**config.mk**
```make
export PLATFORM = sky130hd
export DESIGN_NAME = dlfloat_div
export DESIGN_NICKNAME = d
export VERILOG_FILES = /design/src/rtl/dlfloat_div.sv
export SDC_FILE = /design/constraint.sdc
export NUM_CORES = 1
export LEC_CHECK = 0
export ABC_CLOCK_PERIOD_IN_PS = 2000
export CAP_MARGIN = 20
export CORE_MARGIN = 2
export CORE_UTILIZATION = 34
export CTS_BUF_LIST = sky130_fd_sc_hd__clkbuf_4 sky130_fd_sc_hd__clkbuf_8
export DETAILED_ROUTE_END_ITERATION = 8
export PLACE_DENSITY_LB_ADDON = 0.1
export SLEW_MARGIN = 20
export SYNTH_ARGS = -nofsm -noshare
export SYNTH_HDL_FRONTEND = slang
export SYNTH_SLANG_ARGS = --single-unit
```
**constraint.sdc**
```tcl
create_clock -name clk -period 2 [get_ports clk]
set_input_delay 0.2 -clock clk [delete_from_list [all_inputs] [get_ports clk]]
set_output_delay 0.2 -clock clk [all_outputs]
set_load 0.01 [all_outputs]
```
**src/rtl/dlfloat_div.sv**
```systemverilog
// Sequential DLfloat16 divider: q = a / b using an 11-step restoring mantissa
// division, with valid/ready handshakes on both the operand and the result side.
module dlfloat_div (
  input  logic        clk,
  input  logic        rst_n,
  input  logic        in_valid,
  output logic        in_ready,
  input  logic [15:0] in_a,
  input  logic [15:0] in_b,
  output logic        out_valid,
  input  logic        out_ready,
  output logic [15:0] out_q
);

  typedef enum logic [1:0] {
    IDLE = 2'd0,
    DIV  = 2'd1,
    NORM = 2'd2,
    DONE = 2'd3
  } state_t;

  state_t             state_q;
  logic [10:0]        rem_q;
  logic [10:0]        quo_q;
  logic [3:0]         count_q;
  logic [9:0]         mb_q;
  logic               sign_q;
  logic signed [7:0]  exp_q;
  logic [15:0]        res_q;

  logic               special_s;
  logic [15:0]        special_val_s;
  logic signed [7:0]  exp_d;
  logic               ge_s;
  logic [10:0]        rem_sub_s;
  logic [10:0]        rem_d;
  logic [10:0]        quo_d;
  logic signed [7:0]  exp_norm_s;
  logic [8:0]         mant_norm_s;
  logic [15:0]        norm_d;

  assign in_ready  = (state_q == IDLE);
  assign out_valid = (state_q == DONE);
  assign out_q     = res_q;

  // Special-case detection and biased exponent difference for the operand pair
  always_comb begin
    special_s     = 1'b0;
    special_val_s = 16'h0000;
    if ((in_a == 16'hFFFF) || (in_b == 16'hFFFF)) begin
      special_s     = 1'b1;
      special_val_s = 16'hFFFF;
    end else if (in_b[14:9] == 6'd0) begin
      special_s     = 1'b1;
      special_val_s = 16'hFFFF;
    end else if (in_a[14:9] == 6'd0) begin
      special_s     = 1'b1;
      special_val_s = 16'h0000;
    end else begin
      special_s     = 1'b0;
      special_val_s = 16'h0000;
    end
    exp_d = $signed({2'b00, in_a[14:9]}) - $signed({2'b00, in_b[14:9]}) + 8'sd31;
  end

  // One restoring-division step; rem < mb after subtraction so the shift never overflows
  always_comb begin
    ge_s      = (rem_q >= {1'b0, mb_q});
    rem_sub_s = ge_s ? (rem_q - {1'b0, mb_q}) : rem_q;
    rem_d     = {rem_sub_s[9:0], 1'b0};
    quo_d     = {quo_q[9:0], ge_s};
  end

  // Normalise the quotient and apply overflow/underflow saturation
  always_comb begin
    if (quo_q[10]) begin
      exp_norm_s  = exp_q;
      mant_norm_s = quo_q[9:1];
    end else begin
      exp_norm_s  = exp_q - 8'sd1;
      mant_norm_s = quo_q[8:0];
    end
    if (exp_norm_s >= 8'sd63) begin
      norm_d = 16'hFFFF;
    end else if (exp_norm_s <= 8'sd0) begin
      norm_d = 16'h0000;
    end else begin
      norm_d = {sign_q, exp_norm_s[5:0], mant_norm_s};
    end
  end

  // Control FSM and datapath registers
  always_ff @(posedge clk) begin
    if (!rst_n) begin
      state_q <= IDLE;
      rem_q   <= 11'd0;
      quo_q   <= 11'd0;
      count_q <= 4'd0;
      mb_q    <= 10'd0;
      sign_q  <= 1'b0;
      exp_q   <= 8'sd0;
      res_q   <= 16'h0000;
    end else begin
      case (state_q)
        IDLE: begin
          if (in_valid) begin
            sign_q <= in_a[15] ^ in_b[15];
            exp_q  <= exp_d;
            mb_q   <= {1'b1, in_b[8:0]};
            if (special_s) begin
              res_q   <= special_val_s;
              state_q <= DONE;
            end else begin
              rem_q   <= {2'b01, in_a[8:0]};
              quo_q   <= 11'd0;
              count_q <= 4'd0;
              state_q <= DIV;
            end
          end
        end
        DIV: begin
          rem_q   <= rem_d;
          quo_q   <= quo_d;
          count_q <= count_q + 4'd1;
          if (count_q == 4'd10) begin
            state_q <= NORM;
          end
        end
        NORM: begin
          res_q   <= norm_d;
          state_q <= DONE;
        end
        DONE: begin
          if (out_ready) begin
            state_q <= IDLE;
          end
        end
        default: begin
          state_q <= IDLE;
        end
      endcase
    end
  end

endmodule

```
=== After elaboration in Yosys (flattened, before gate mapping) ===
Index checks and enable logic that the tools add are counted.

* Register bits after elaboration: 63
* Latch bits: 0
* RAM bits: 0
* ROM bits: 0
* Input port bits: 36
* Memories: 0

* Add/sub/neg operators: 5
* Multiply operators: 0
* Divide/modulo/power cells: 0
* Magnitude comparators: 3
* Eq/ne operators: 11
* Shift-type cells: 0
* Muxes and demuxes: 27
* Bitwise gates (word level): 1
* Reduce and logical (&&, ||, !) cells: 10

{| class="wikitable"
|+ Operator list
! cell !! number
|-
| 2-to-1 mux 16 bit || 6
|-
| 2-to-1 mux 11 bit || 4
|-
| case mux 11 bit (2 select lines) || 2
|-
| == test 16 bit (second input constant) || 2
|-
| case mux 16 bit (2 select lines) || 1
|-
| logical NOT 6 bit || 2
|-
| greater-or-equal comparator 11 x 10 -> 1 bit || 1
|-
| 2-to-1 mux 10 bit || 1
|-
| subtractor 10 bit || 1
|-
| 2-to-1 mux 9 bit || 1
|-
| AND reduction 3 bit || 3
|-
| adder 7 x 6 -> 8 bit (second input constant) || 1
|-
| greater-or-equal comparator 8 x 7 -> 1 bit (second input constant) || 1
|-
| <= comparator 8 x 1 -> 1 bit (second input constant) || 1
|-
| 2-to-1 mux 2 bit || 4
|-
| 2-to-1 mux 4 bit || 2
|-
| 2-to-1 mux 8 bit || 1
|-
| case mux 2 bit (4 select lines) || 1
|-
| case mux 4 bit (2 select lines) || 1
|-
| subtractor 8 x 2 -> 8 bit (second input constant) || 1
|-
| subtractor 6 x 6 -> 7 bit || 1
|-
| != test 2 bit (second input constant) || 3
|-
| adder 4 x 1 -> 4 bit (second input constant) || 1
|-
| == test 2 bit (second input constant) || 2
|-
| 9 further kinds || 13
|}

=== Depth between registers and ports, before layout ===
Gate-level depths: netlist of run 1.

* Depth in word-level cells: 7
* Depth in mapped cells: 10

=== Least setup slack after synthesis of run 1 ===
Ideal clock, no wire load.

* Kind: register -> register
* From: register mb_q[5]
* To: register rem_q[6]
* Arrival time: 2.011 ns
* Slack: -0.134 ns
* Cell stages (with the launch flop): 11
* Buffers on the path: 2
* Clock period less this slack: 2.134 ns
* Cells stage by stage: dfxtp_1 inv_1 ha_1 buf_2 o21a_1 o21ai_0 or3_1 o21ai_1 buf_2 mux2i_1 o22ai_1

* Cells in the longest elaborated chain, start to end: 3
* Elaborated cells between the ends (all ways): 4

{| class="wikitable"
|+ Ends and longest elaborated chain
! element !! RTL line !! source
|-
| start: declaration || 26 || <nowiki>logic [9:0] mb_q;</nowiki>
|-
| start signal: assignment || 109 || <nowiki>mb_q <= {1'b1, in_b[8:0]};</nowiki>
|-
| subtractor 10 bit / greater-or-equal comparator 11 x 10 -> 1 bit (equally long branches) || 69, 68 ||
|-
| 2-to-1 mux 10 bit (*) || 69 || <nowiki>rem_sub_s = ge_s ? (rem_q - {1'b0, mb_q}) : rem_q;</nowiki>
|-
| case mux 11 bit (2 select lines) (*) || 104 || <nowiki>case (state_q)</nowiki>
|-
| end signal: assignment || 114 || <nowiki>rem_q <= {2'b01, in_a[8:0]};</nowiki>
|-
| end signal: assignment || 122 || <nowiki>rem_q <= rem_d;</nowiki>
|-
| end: declaration || 23 || <nowiki>logic [10:0] rem_q;</nowiki>
|}

Mark *: on every way between the ends. The rest lies on a longest branch, timed or not.
A chain may end at the register's enable or synchronous reset.

=== Worst setup path in the final report of run 1 ===
* From: register mb_q[6]
* To: register rem_q[1]

* Cells in the longest elaborated chain, start to end: 3

{| class="wikitable"
|+ Ends and longest elaborated chain
! element !! RTL line !! source
|-
| greater-or-equal comparator 11 x 10 -> 1 bit || 68 || <nowiki>ge_s = (rem_q >= {1'b0, mb_q});</nowiki>
|-
| 2-to-1 mux 10 bit || 69 ||
|-
| case mux 11 bit (2 select lines) || 104 ||
|}

No other way between the ends.

==> impl_results.md, run 1 <==
- Status: finished, violations left
- Failing checks: negative setup slack
- Critical path's slowest cell: or3_4
- Power share of the combinational group: 0.662
- Worst Setup Start Kind: register
- Maximum clock frequency: 0.500 GHz
- I/O pin count: 54
- Vias per cell: 5.13
- Internal power: 5.39 mW
- Die X: 114 µm
- Number of cells on the worst hold path: 4
- Clock Pin Slew Worst Setup and Hold Paths: 0.09 ns
- Die H: 114 µm
- GP Congestion: 0.793
- Storage element area: 1280 µm²
- R2R Setup Slk: -0.0004 ns
- Layout cells sized above 1: 0.343
- Final cell count without fillers: 792
- Fin crit share: 1.00
- Fin crit period: 2.00 ns
- WL final: 11,700 µm
- Syn nets: 556
- Fill cells: 1,127
- TritonRoute pass-1 iters: 4
- Post-Synthesis Cells: 494
- Area growth syn-to-layout: 52.8%
- Final Worst Setup Slack: -0.000388 ns
- Worst Tran Pin Value: 0.589 ns
- Clock root cell: clkbuf_8
- CP max stage delay: 0.35 ns
- Pwr dens: 1440 nW/µm²
- Asr flop ratio synth: 0
- Core region area: 11,900 µm²
- TritonCTS buffer count: 9
- Routed Antenna Nets: 0
- Pin count of the biggest net entering global routing: 32
- TritonCTS clock tree: done
- Initial Util: 0.345
- Max IR drop VDD: 763 µV
- DP Worst Slack: -0.543 ns
- Mapped Area: 4110 µm²
- Share of power burned in registers: 0.194
- DIE AREA: 13,000 µm²
- Most common flop cell mapped by yosys: dfxtp_1
- Worst Path Max Fanout: 8
- Placed cell area: 5490 µm²
- RSZ-0062 raised after global routing: true
- Row Count: 40
- Sequential fraction of the synthesis area: 0.307
- Initial antenna violation count: 0
- Max-cap violations: 0
- Vias in the first global route: 3,917
- DPL Wire Length: 8510 µm
- Clk Latency, worst-skew pair: 0.37 ns
- Switching share of power: 0.404
- Final setup violation count: 1
- Total track usage: 0.187
- Hold Path Origin: in_a[0]
- Worst reg2reg path startpoint: mb_q[6]$_SDFFE_PN0P_
- Reg2Reg Depth: 9
- Grt total ovfl: 0
- Arrival time at the worst endpoint: 2.32 ns
- Yosys warns: 0
- Vias: 4,062
- H-Tree Depth: 3
- Syn Area/Cell: 8.33 µm²
- DR iter-0 viols: 181
- Max-slew violations: 0
- IO buf count: 53
- Placed Cells: 761
- Seq cells post-synth: 63
- Leak: 2.57 nW
- Sink Count: 63
- Hold EP: rem_q[0]$_SDFFE_PN0P_
- Max Root-Sink Buffers: 2
- Post-route cell area: 6290 µm²
- Post-synth cell types: 68
- P_sw: 3.66 mW
- Max transition margin: 0.607
- Antenna cells: 0
- Clock share of power: 0.144
- Crit-path cells: inv_2 -> ha_4 -> o21a_1 -> o21ai_2 -> or3_4 -> o21ai_4 -> buf_6 -> mux2i_1 -> o221a_2
- Routed length per instance: 14.8 µm
- Multi-input gate area: 3040 µm²
- # DRC: 0
- CP Capture Type: register
- Count of final hold-check violations: 0
- First-pass GRT wire length: 19,300 µm
- TNS Setup: -0.000388 ns
- Critical path type: register to register
- Clk_skew: 0.0194 ns
- Crit path required time: 2.32 ns
- Crit Reg-Reg Endpoint: rem_q[1]$_SDFFE_PN0P_
- Tightest Hold Check Type: input pin to register
- Layout Nets: 702
- EDFF count, synth: 0
-- placed cells by master, fill, tap and decap left out, drive strengths merged, types with 7 or more instances in the layout --
cell / netlist / final
buf: 12 / 107
dfxtp: 63 / 63
nand2: 60 / 60
clkdlybuf4s50: 0 / 39
inv: 35 / 35
nor2: 27 / 27
a21boi: 26 / 26
ha: 24 / 24
nand3: 23 / 23
a21oi: 22 / 22
o221a: 17 / 17
o21ai: 16 / 16
nand4: 15 / 15
mux2i: 13 / 13
clkbuf: 13 / 11
xor2: 9 / 9
dlymetal6s2s: 0 / 7
xnor2: 7 / 7
nor2b: 7 / 7
-- power groups by stage --
stage          Combinational, mW  Clock [mW]  Sequential (mW)
2_1_floorplan               2.96           0             1.72
3_3_place_gp                4.67           0             1.72
3_5_place_dp                4.73           0             1.73
4_1_cts                     5.39        1.35             1.74
5_1_grt                     6.58        1.39             1.79
6_report                    5.99        1.30             1.76
-- final cells by class --
type	count	area share
clock inverter	5	0.0129
multi-input combinational	371	0.484
clock buffer	11	0.0231
inverter	36	0.0221
timing repair buffer	159	0.225
sequential	63	0.203
tap	147	0.0293
-- how the worst max path moves through the flow --
| stage | start | to | slack [ns] | cells after the start |
|---|---|---|---|---|
| 3_3_place_gp | in_b[9] | exp_q[7]$_SDFFE_PN0P_ | -0.48 | 10 |
| 2_1_floorplan | mb_q[5]$_SDFFE_PN0P_ | rem_q[6]$_SDFFE_PN0P_ | 0.004 | 10 |
| 4_1_cts | mb_q[6]$_SDFFE_PN0P_ | rem_q[1]$_SDFFE_PN0P_ | 0.002 | 9 |
| 3_5_place_dp | in_b[9] | exp_q[7]$_SDFFE_PN0P_ | -0.54 | 10 |
| 5_1_grt | mb_q[6]$_SDFFE_PN0P_ | rem_q[1]$_SDFFE_PN0P_ | -0.07 | 9 |
| 6_report | mb_q[6]$_SDFFE_PN0P_ | rem_q[1]$_SDFFE_PN0P_ | -0.0004 | 9 |
-- synth_stat cells (3+ instances only) --
cell type,number,area (µm²)
nor2b_1,7,43.8
buf_2,7,35.0
ha_1,24,300
o221a_2,16,180
a21boi_0,24,180
o31ai_1,6,45.0
nand2_1,60,225
nor4_1,4,25.0
o21ai_0,14,70.1
o21a_1,5,37.5
nand2b_1,6,37.5
o211a_1,5,50.1
inv_1,35,131
nand3b_1,6,45.0
a22oi_1,3,22.5
o211ai_1,6,45.0
xor2_1,9,78.8
dfxtp_1,63,1260
mux2i_1,13,130
a21o_1,5,37.5
clkbuf_1,13,48.8
a31oi_1,4,25.0
or3_1,5,31.3
nand3_1,23,115
a21oi_1,22,110
nor3_1,6,30.0
xnor2_1,7,61.3
and3_1,3,18.8
nor2_1,27,101
nand4_1,15,93.8
-- metrics by stage --
| stage | util | hold slack [ns] | power, mW |
|---|---|---|---|
| 3_5_place_dp | 0.461 | 0.464 | 6.46 |
| 3_3_place_gp | 0.461 | 0.456 | 6.39 |
| 6_report | 0.528 | 0.322 | 9.05 |
| 5_1_grt | 0.528 | 0.356 | 9.77 |
| 2_1_floorplan | - | 0.345 | 4.68 |
| 4_1_cts | 0.499 | 0.328 | 8.48 |
-- state kept, by name, indices dropped and copies added (netlist names) --
register,flops
exp_q,8
state_q,2
rem_q,11
out_q,16
mb_q,10
sign_q,1
quo_q,11
count_q,4
-- cell families (layout without fill, tap and decap cells) --
group,count (synthesis),count (layout),share of synthesized area
AOI/OAI and AO/OA,137,138,0.260
xor gates and xnor gates,16,16,0.0341
adders and majority gates,26,26,0.0828
buffers and inverters,61,211,0.0615
DFF,63,63,0.307
muxes,13,13,0.0316
and+or+nand+nor,178,178,0.223
-- what timing repair did --
item,in CTS,in global routing
hold buffers,0,0
resized for setup,38,66
setup endpoints to repair,36,47
setup buffers,6,8
cloned,1,0
pin swaps,16,40
-- metal layers --
layer,GRT usage,wire (µm),up-vias
li1,-,-,2102
met1,0.228,5380,1894
met2,0.323,5800,54
met3,0.0414,316,12
met4,0.0667,209,0
met5,0,0,-
-- critical path, delay by kind of cell, from the launching register on --
kind                     cells  cell delay (ns)
adder cells (fa/ha/maj)      1             0.27
AND/OR/NAND/NOR              1             0.35
flip-flops                   1             0.33
multiplexers                 1             0.19
AO/OA/AOI/OAI                4             0.59
buffers and inverters        2             0.22
Power figures use the tool's default switching activity.
==> run 2: changes to the inputs <==
--- a/config.mk
+++ b/config.mk
@@ -10,6 +10,7 @@
 export CORE_MARGIN = 2
 export CORE_UTILIZATION = 34
 export CTS_BUF_LIST = sky130_fd_sc_hd__clkbuf_4 sky130_fd_sc_hd__clkbuf_8
+export CTS_CLUSTER_SIZE = 30
 export DETAILED_ROUTE_END_ITERATION = 8
 export PLACE_DENSITY_LB_ADDON = 0.1
 export SLEW_MARGIN = 20
==> results of run 2 <==
Same layout as run 1: the final DEF is identical, and so are final timing and power.
